### config.mk
export PLATFORM = sky130hd
export DESIGN_NAME = rps4_req_queue
export DESIGN_NICKNAME = d
export VERILOG_FILES = /design/src/rtl/rps4_req_queue.sv
export SDC_FILE = /design/constraint.sdc
export NUM_CORES = 1
export LEC_CHECK = 0
export ABC_CLOCK_PERIOD_IN_PS = 6300
export CORE_UTILIZATION = 45
export CTS_CLUSTER_SIZE = 40
export DETAILED_ROUTE_END_ITERATION = 6
export GPL_ROUTABILITY_DRIVEN = 0
export GPL_TIMING_DRIVEN = 0
export PLACE_DENSITY = 0.67
export SETUP_SLACK_MARGIN = 0.15
export SKIP_CTS_REPAIR_TIMING = 1
export SLEW_MARGIN = 20
export SYNTH_ARGS = -nofsm -noshare
export SYNTH_HDL_FRONTEND = slang
export SYNTH_SLANG_ARGS = --single-unit
### constraint.sdc
create_clock -name clock -period 6.3 [get_ports clock]
set_clock_uncertainty 0.15 [all_clocks]
set_input_delay 1.89 -clock clock [delete_from_list [all_inputs] [get_ports clock]]
set_output_delay 1.89 -clock clock [all_outputs]
set_load 0.01 [all_outputs]
### src/rtl/rps4_req_queue.sv
`default_nettype none
// ============================================================================
// Module   : rps4_req_queue
// Purpose  : Per-requester FIFOs feeding a 4-way rotating priority selector.
//            Pops the granted head and emits it, tagged with its channel id.
// Revision : 1.0 - initial release
// ============================================================================
module rps4_req_queue #(
    parameter int DATA_W = 8,
    parameter int DEPTH  = 4
) (
    input  logic                  clock,
    input  logic                  reset,
    input  logic [3:0]            push,
    input  logic [4*DATA_W-1:0]   push_data,
    input  logic [3:0]            gnt,
    output logic [3:0]            req,
    output logic [3:0]            full,
    output logic                  out_valid,
    output logic [DATA_W-1:0]     out_data,
    output logic [1:0]            out_id,
    output logic [3:0]            overflow,
    output logic                  gnt_err
);

    localparam int c_PTR_W = $clog2(DEPTH);
    localparam int c_OCC_W = c_PTR_W + 1;

    logic [3:0]          w_pop;
    logic                w_gnt_onehot;
    logic                w_gnt_err_now;
    logic [3:0]          w_ovf_now;
    logic [4*DATA_W-1:0] w_heads;
    logic [DATA_W-1:0]   w_sel_data;
    logic [1:0]          w_sel_id;

    logic                r_out_valid;
    logic [DATA_W-1:0]   r_out_data;
    logic [1:0]          r_out_id;
    logic [3:0]          r_overflow;
    logic                r_gnt_err;

    // A pop needs a clean one-hot grant landing on a non-empty channel.
    assign w_gnt_onehot  = $onehot(gnt);
    assign w_pop         = w_gnt_onehot ? (gnt & req) : 4'b0000;
    assign w_gnt_err_now = (gnt != 4'b0000) &&
                           (!w_gnt_onehot || ((gnt & ~req) != 4'b0000));
    assign w_ovf_now     = push & full & ~w_pop;

    for (genvar i = 0; i < 4; i++) begin : g_ch
        logic [DATA_W-1:0]  r_mem [DEPTH];
        logic [c_PTR_W-1:0] r_rd_ptr;
        logic [c_PTR_W-1:0] r_wr_ptr;
        logic [c_OCC_W-1:0] r_occ;
        logic               w_push_ok;

        // req/full come from registered occupancy only, keeping the
        // selector loop free of combinational cycles.
        assign req[i]    = (r_occ != '0);
        assign full[i]   = (r_occ == c_OCC_W'(DEPTH));
        assign w_push_ok = push[i] & (~full[i] | w_pop[i]);
        assign w_heads[i*DATA_W +: DATA_W] = r_mem[r_rd_ptr];

        always_ff @(posedge clock) begin
            if (w_push_ok && !reset) begin
                r_mem[r_wr_ptr] <= push_data[i*DATA_W +: DATA_W];
            end
        end

        always_ff @(posedge clock) begin
            if (reset) begin
                r_rd_ptr <= '0;
                r_wr_ptr <= '0;
                r_occ    <= '0;
            end else begin
                if (w_push_ok) begin
                    r_wr_ptr <= r_wr_ptr + 1'b1;
                end
                if (w_pop[i]) begin
                    r_rd_ptr <= r_rd_ptr + 1'b1;
                end
                case ({w_push_ok, w_pop[i]})
                    2'b10:   r_occ <= r_occ + 1'b1;
                    2'b01:   r_occ <= r_occ - 1'b1;
                    default: r_occ <= r_occ;
                endcase
            end
        end
    end

    always_comb begin
        w_sel_data = '0;
        w_sel_id   = '0;
        for (int k = 0; k < 4; k++) begin
            if (w_pop[k]) begin
                w_sel_data = w_heads[k*DATA_W +: DATA_W];
                w_sel_id   = 2'(k);
            end
        end
    end

    always_ff @(posedge clock) begin
        if (reset) begin
            r_out_valid <= 1'b0;
            r_out_data  <= '0;
            r_out_id    <= '0;
            r_overflow  <= '0;
            r_gnt_err   <= 1'b0;
        end else begin
            r_out_valid <= (w_pop != 4'b0000);
            if (w_pop != 4'b0000) begin
                r_out_data <= w_sel_data;
                r_out_id   <= w_sel_id;
            end
            r_overflow <= r_overflow | w_ovf_now;
            r_gnt_err  <= r_gnt_err | w_gnt_err_now;
        end
    end

    assign out_valid = r_out_valid;
    assign out_data  = r_out_data;
    assign out_id    = r_out_id;
    assign overflow  = r_overflow;
    assign gnt_err   = r_gnt_err;

endmodule
`default_nettype wire
==> metrics.md, run 1 <==
| Metric | Value |
|---|---|
| Class of the most critical setup path | `in -> reg` |
| WP data required | `6.47 ns` |
| DR vias/cell | `between 5 and 6` |
| Layout cells sized above 1 | `17.07%` |
| Initial antenna violation count | `0` |
| I/O pin count | `66` |
| Max Buffers Root-to-Sink | `2` |
| Sequential fraction of the synthesis area | `about 65%` |
| VDD IR max | `0.2071 mV` |
| Hold_sp | `overflow[1]` |
| Met3 WL | `roughly 540 um` |
| Pin count of the biggest net entering global routing | `17` |
| Critical Path End Type | `register` |
| Number of buffers added on ports | `64` |
| Status | `completed` |
| Worst skew pair latency | `about 0.43 ns` |
| Die area | `17,200 um2` |
| Area leader, netlist | `edfxtp_1` |
| Final Hold Violating Endpoints | `0` |
| Worst Setup SP | `gnt[1]` |
| N_diodes | `0` |
| Setup crit start kind | `primary input` |
| Post-DP HPWL | `~11,000 um` |
| Largest delay share family, worst path | `adder cells` |
| Cell variety after synth | `50` |
| Met1 wire length | `6678 um` |
| Slack of the critical path | `about 0.67 ns` |
| Row count | `between 40 and 50` |
| Wire per inst | `around 19 um` |
| LEAKAGE | `about 3.2 nW` |
| Cells after synthesis | `around 480` |
| Slew Limit Headroom | `51.57%` |
| Initial core utilization | `approximately 47%` |
| Worst Hold Class | `reg -> reg` |
| Die Y | `between 100 and 150 um` |
| Dpl ws | `approximately 0.25 ns` |
| Buf+Inv Stages, Crit Path | `4` |
| Die width | `131.2 um` |
| Gr usage total | `a little under a fifth` |
| Via count | `roughly 4,200` |
| Final min period | `5.629 ns` |
| Total core area | `approximately 16,000 um2` |
| Antenna-violating nets left | `0` |
| Clock transition at path regs | `~0.060 ns` |
| Fin nets | `around 630` |
| Hold slack final | `approximately 0.33 ns` |
| Final core utilization | `between 50% and 60%` |
| Grt ovf | `0` |
| First-pass GRT wire length | `around 23,000 um` |
| Syn_area_per_cell | `15.70 um2` |
| DRC Markers | `0` |
| Area growth syn-to-layout | `21.24%` |
| Drt pass-1 iters | `4` |
| Max-cap violations | `0` |
| Post-route setup TNS | `0 ns` |
| FF+latch count, synth | `180` |
| Setup violators final | `0` |
| Fmax | `about 180 MHz` |
| Worst Max-Slew Pin Slew | `slightly above 0.7 ns` |
| DR iter-0 viols | `between 300 and 400` |
| RSZ-0062 raised after global routing | `no` |
| Top FF cell, synth | `edfxtp_1` |
| Final worst-path cycle share | `between 80 and 90%` |
| Synth top area share | `51.21%` |
| Post-Syn Area | `between 7000 and 8000 um2` |
| Post-synth top cells | `edfxtp_1, nor2_1, dfxtp_1` |
| Routed wire length | `14,870 um` |
| Pwr Total | `between 0.002 and 0.003 W` |
| Crit-path max FO | `10` |
| Pins over their slew limit | `0` |
| Area contributors post-synth | `edfxtp_1, dfxtp_1, mux4_2` |
| Async SR Flop Fraction | `0%` |
| Post-synth EDFFs | `approximately 130` |
| CTS root buffer | `clkbuf_16` |
| RR Startpoint | `g_ch[0].r_occ[0]` |
| Clock sinks | `180` |
| CTS tree | `yes` |
| Crit path DAT | `roughly 5.8 ns` |
| Top-count cell post-synth | `edfxtp_1` |
| Syn_nets | `544` |
| DR WL met2 | `7442 um` |
| Ys Warns | `0` |
| Top Metal Used | `met4` |
| Cell Pwr Density | `about 320 nW/um2` |
| H-Tree Depth | `4` |
| CTS Buf Count | `17` |
| Cells along the critical path | `clkdlybuf4s50_1, inv_1, fa_1, inv_1, ha_1, ha_1, and4bb_2, nand2_2, clkbuf_1, nor2_1, fa_1, or3_1, o21ai_0, mux2_2` |
| Slowest Stage Delay on Critical Path | `roughly 0.52 ns` |
| Critical-path top delay cell | `clkdlybuf4s50_1` |
| Vias in the first global route | `4,312` |
-- cells by family after synthesis --
| group | Yosys count | synth area share (%) |
|---|---|---|
| AND/OR/NAND/NOR | 112 | 7.752 |
| XOR/XNOR | 21 | 2.450 |
| adder cells (fa/ha/maj) | 24 | 4.501 |
| buffers and inverters | 44 | 3.484 |
| AO/OA/AOI/OAI | 56 | 5.768 |
| multiplexers | 41 | 10.97 |
| flip-flops | 180 | 65.08 |
-- per-stage QoR --
stage | cell area [um2] | instances
floorplan | 7506 | 478
global route | 9100 | 790
CTS | 9100 | 790
finish | 9100 | 790
global placement | 8417 | 758
detailed placement | 8417 | 758
-- layout make-up --
type                    instances  area (um2)
plain buffers                  20       171.4
clock buffers                  26       616.8
clock inverters                 6       66.31
fillers                      1257        6958
inverters                      24       90.09
multi-input cells             254        2360
flip-flops and latches        180        4885
well taps                     216       270.3
repair buffers                 64       640.6
-- worst min-delay path, delay by kind of cell (launching register included) --
kind | cells | cell delay, ns
AO/OA/AOI/OAI | 1 | 0.05
flip-flops | 1 | 0.34
AND/OR/NAND/NOR | 1 | 0.07
-- power breakdown --
part / switching (W) / internal (W)
Sequential: 0.0000357 / 0.00133
Combinational: 0.000194 / 0.000179
Clock: 0.000432 / 0.000721
Total: 0.000661 / 0.00223
-- cell usage in the layout, fill, tap and decap left out, types with 8 or more instances in the layout --
master | netlist | final
edfxtp_1 | 128 | 128
inv_1 | 24 | 24
o21ai_1 | 11 | 11
a211oi_2 | 8 | 8
ha_1 | 19 | 19
o21ai_0 | 10 | 10
clkdlybuf4s50_1 | 0 | 64
mux2i_1 | 8 | 8
dfxtp_1 | 52 | 52
and2_1 | 16 | 16
nor2_1 | 57 | 57
clkbuf_8 | 7 | 10
mux4_2 | 29 | 29
clkbuf_16 | 0 | 23
xnor2_1 | 15 | 15
-- path summary, 6_finish.rpt --
kind,endpoint,slack [ns],depth (start not counted)
hold / removal,overflow[1],0.33,2
setup reg to reg,g_ch[0].r_occ[2],3.38,9
hold reg to reg,overflow[1],0.33,2
setup / recovery,g_ch[0].r_occ[2],0.67,14
-- registers in the layout, indices dropped and copies added (netlist names), named ones only --
register,flops
g_ch.r_mem,128
g_ch.r_occ,12
gnt_err,1
out_data,8
overflow,4
out_id,2
g_ch.r_rd_ptr,8
out_valid,1
g_ch.r_wr_ptr,8
-- per-layer routing --
metal  vias to the layer above  GRT usage, %
met2                        90         29.91
li1                       1950             -
met1                      2121         24.04
met3                        14         3.819
met4                         0         8.170
met5                         -             0
No activity file was read; power rests on OpenSTA's default activity.
==> run 2, diff against run 1 <==
--- a/config.mk
+++ b/config.mk
@@ -6,6 +6,7 @@
 export NUM_CORES = 1
 export LEC_CHECK = 0
 export ABC_CLOCK_PERIOD_IN_PS = 6300
+export CORE_ASPECT_RATIO = 2
 export CORE_UTILIZATION = 45
 export CTS_CLUSTER_SIZE = 40
 export DETAILED_ROUTE_END_ITERATION = 6
==> run 2 against run 1 <==
  * Sequential cell count unchanged
  * Core utilization down 1.5 points
  * Hold slack worse by 0.010 ns
  * First-iteration DRC count down 47%
  * Via count up 0.69%
  * Global-route usage up 1.2 points
  * Count of clock-buffer cells in the layout down 8
  * Critical path type unchanged
  * Critical path depth unchanged
  * Non-clock buffer count unchanged
==> metrics.md, run 2 (synthesis results as in run 1) <==
| Metric | Value |
|---|---|
| Clock sinks | `180` |
| Fin nets | `around 630` |
| Worst reg-to-reg path cell count | `9` |
| Die area | `around 17,000 um2` |
| Area growth syn-to-layout | `19.55%` |
| Top Registers | `g_ch.r_mem (128), g_ch.r_occ (12)` |
| VDD IR max | `~0.19 mV` |
| Pwr Total | `about 0.0028 W` |
| DRC Markers | `0` |
| Post-route setup TNS | `0 ns` |
| Final Hold Violating Endpoints | `0` |
| Crit path DAT | `between 5 and 6 ns` |
| Hold slack final | `between 0.3 and 0.4 ns` |
| Setup crit start kind | `primary input` |
| CP Depth | `14` |
| Antenna-violating nets left | `0` |
| Slew Limit Headroom | `51.02%` |
| Cell depth of the worst hold path | `2` |
| CTS root buffer | `clkbuf_16` |
| Grt ovf | `0` |
| Worst skew pair latency | `0.43 ns` |
| Final worst-path cycle share | `between 80% and 90%` |
| Routed wire length | `15,570 um` |
| Gr usage total | `between 10% and 20%` |
| Total core area | `between 15,000 and 20,000 um2` |
| Most frequent cells in the layout | `edfxtp_1, clkdlybuf4s50_1, nor2_1, dfxtp_1, mux4_2` |
| DR vias/cell | `~5.4` |
| CTS Buf Count | `17` |
| Placed instance area | `~8400 um2` |
| Fmax | `177.1 MHz` |
| Largest register FFs | `128` |
| Wire per inst | `20.01 um` |
| Layout cells sized above 1 | `between 10% and 20%` |
| Worst Hold Class | `reg -> reg` |
| Post-DP HPWL | `11,470 um` |
| Design area | `approximately 9000 um2` |
| Slowest Stage Delay on Critical Path | `0.52 ns` |
| Drt pass-1 iters | `4` |
| Worst Max-Slew Pin Slew | `around 0.73 ns` |
| LEAKAGE | `approximately 3.1 nW` |
| Vias in the first global route | `approximately 4,500` |
| Max-cap violations | `0` |
| CTS tree | `yes` |
| WP data required | `6.47 ns` |
| H-Tree Depth | `4` |
| Initial antenna violation count | `0` |
| Via count | `around 4,200` |
| N_diodes | `0` |
| Fillers | `about 1,300` |
| I/O pin count | `66` |
| Class of the most critical setup path | `in -> reg` |
| Row count | `66` |
| Crit-path max FO | `10` |
| Cell Pwr Density | `308.5 nW/um2` |
| Biggest register | `g_ch.r_mem` |
| Critical-path top delay cell | `fa_1` |
| Final min period | `about 5.6 ns` |
| Commonest non-fill, non-tap cell in the layout | `edfxtp_1` |
| Worst Setup SP | `gnt[1]` |
| Status | `completed` |
| Setup violators final | `0` |
| Critical Path End Type | `register` |
| Die Y | `about 180 um` |
| Die width | `about 93 um` |
| Dpl ws | `roughly 0.19 ns` |
| Clock transition at path regs | `0.07 ns` |
| First-pass GRT wire length | `~24,000 um` |
| Slack of the critical path | `0.6533 ns` |
| Pin count of the biggest net entering global routing | `18` |
| Hold_sp | `overflow[1]` |
| RR Startpoint | `g_ch[0].r_occ[0]` |
| Pins over their slew limit | `0` |
| Max Buffers Root-to-Sink | `2` |
| Buf+Inv Stages, Crit Path | `4` |
| Cells along the critical path | `clkdlybuf4s50_1, inv_1, fa_1, inv_1, ha_1, ha_1, and4bb_2, nand2_2, clkbuf_1, nor2_1, fa_1, or3_1, o21ai_0, mux2_2` |
| Initial core utilization | `46.14%` |
| RSZ-0062 raised after global routing | `no` |
| Number of buffers added on ports | `64` |
| Largest delay share family, worst path | `adder cells` |
| DR iter-0 viols | `175` |
run 2: metrics by stage:
step / util, % / cells
after CTS: 55.16 / 778
after global placement: 51.65 / 746
after global routing: 55.16 / 778
after detailed placement: 51.65 / 746
after floorplan: - / 478
final: 55.16 / 778
run 2: routing by layer:
layer	wire length [um]	global-route usage [%]	vias up
li1	-	-	1952
met1	5482	19.79	2105
met2	8882	36.68	112
met3	513	3.795	35
met4	688	11.26	0
met5	0	0	-
run 2: area by class of cell:
| class | count | area, um2 | area share [%] |
|---|---|---|---|
| Buffer | 20 | 171.4 | 1.910 |
| Clock buffer | 18 | 429.2 | 4.782 |
| Clock inverter | 14 | 142.6 | 1.590 |
| Inverter | 24 | 90.09 | 1.004 |
| Multi-Input combinational cell | 254 | 2360 | 26.30 |
| Sequential cell | 180 | 4885 | 54.43 |
| Tap cell | 204 | 255.2 | 2.844 |
| Timing Repair Buffer | 64 | 640.6 | 7.139 |
run 2: final timing paths:
path                      endpoint  slack (ns)
hold reg to reg        overflow[1]        0.32
setup / recovery  g_ch[0].r_occ[2]        0.65
hold / removal         overflow[1]        0.32
setup reg to reg  g_ch[0].r_occ[2]        3.26
run 2: report_power, final:
group	internal (W)	switching (W)	total, W
Sequential	0.00133	0.0000359	0.00137
Clock	0.000556	0.000468	0.00102
Combinational	0.000179	0.000199	0.000378
run 2: worst min-delay path, cell delays in order (launching register included):
cell     delay, ns
dfxtp_1       0.33
a21oi_1       0.04
nor2_1        0.07
==> run 3, diff against run 2 <==
--- a/config.mk
+++ b/config.mk
@@ -5,7 +5,7 @@
 export SDC_FILE = /design/constraint.sdc
 export NUM_CORES = 1
 export LEC_CHECK = 0
-export ABC_CLOCK_PERIOD_IN_PS = 6300
+export ABC_CLOCK_PERIOD_IN_PS = 6200
 export CORE_ASPECT_RATIO = 2
 export CORE_UTILIZATION = 45
 export CTS_CLUSTER_SIZE = 40
==> constraint.sdc (replaced) <==
create_clock -name clock -period 6.2 [get_ports clock]
set_clock_uncertainty 0.15 [all_clocks]
set_input_delay 1.86 -clock clock [delete_from_list [all_inputs] [get_ports clock]]
set_output_delay 1.86 -clock clock [all_outputs]
set_load 0.01 [all_outputs]
==> results of run 3 <==
Same layout as run 2 (identical final DEF). Status: completed.
Among the figures that moved: setup slack after placement 0.1938 ns -> 0.1238 ns; setup slack after layout 0.6533 ns -> 0.5833 ns; register-to-register setup slack 3.26 ns -> 3.16 ns; total power 0.002769 W -> 0.002813 W; worst IR drop on VDD 0.1924 mV -> 0.1956 mV
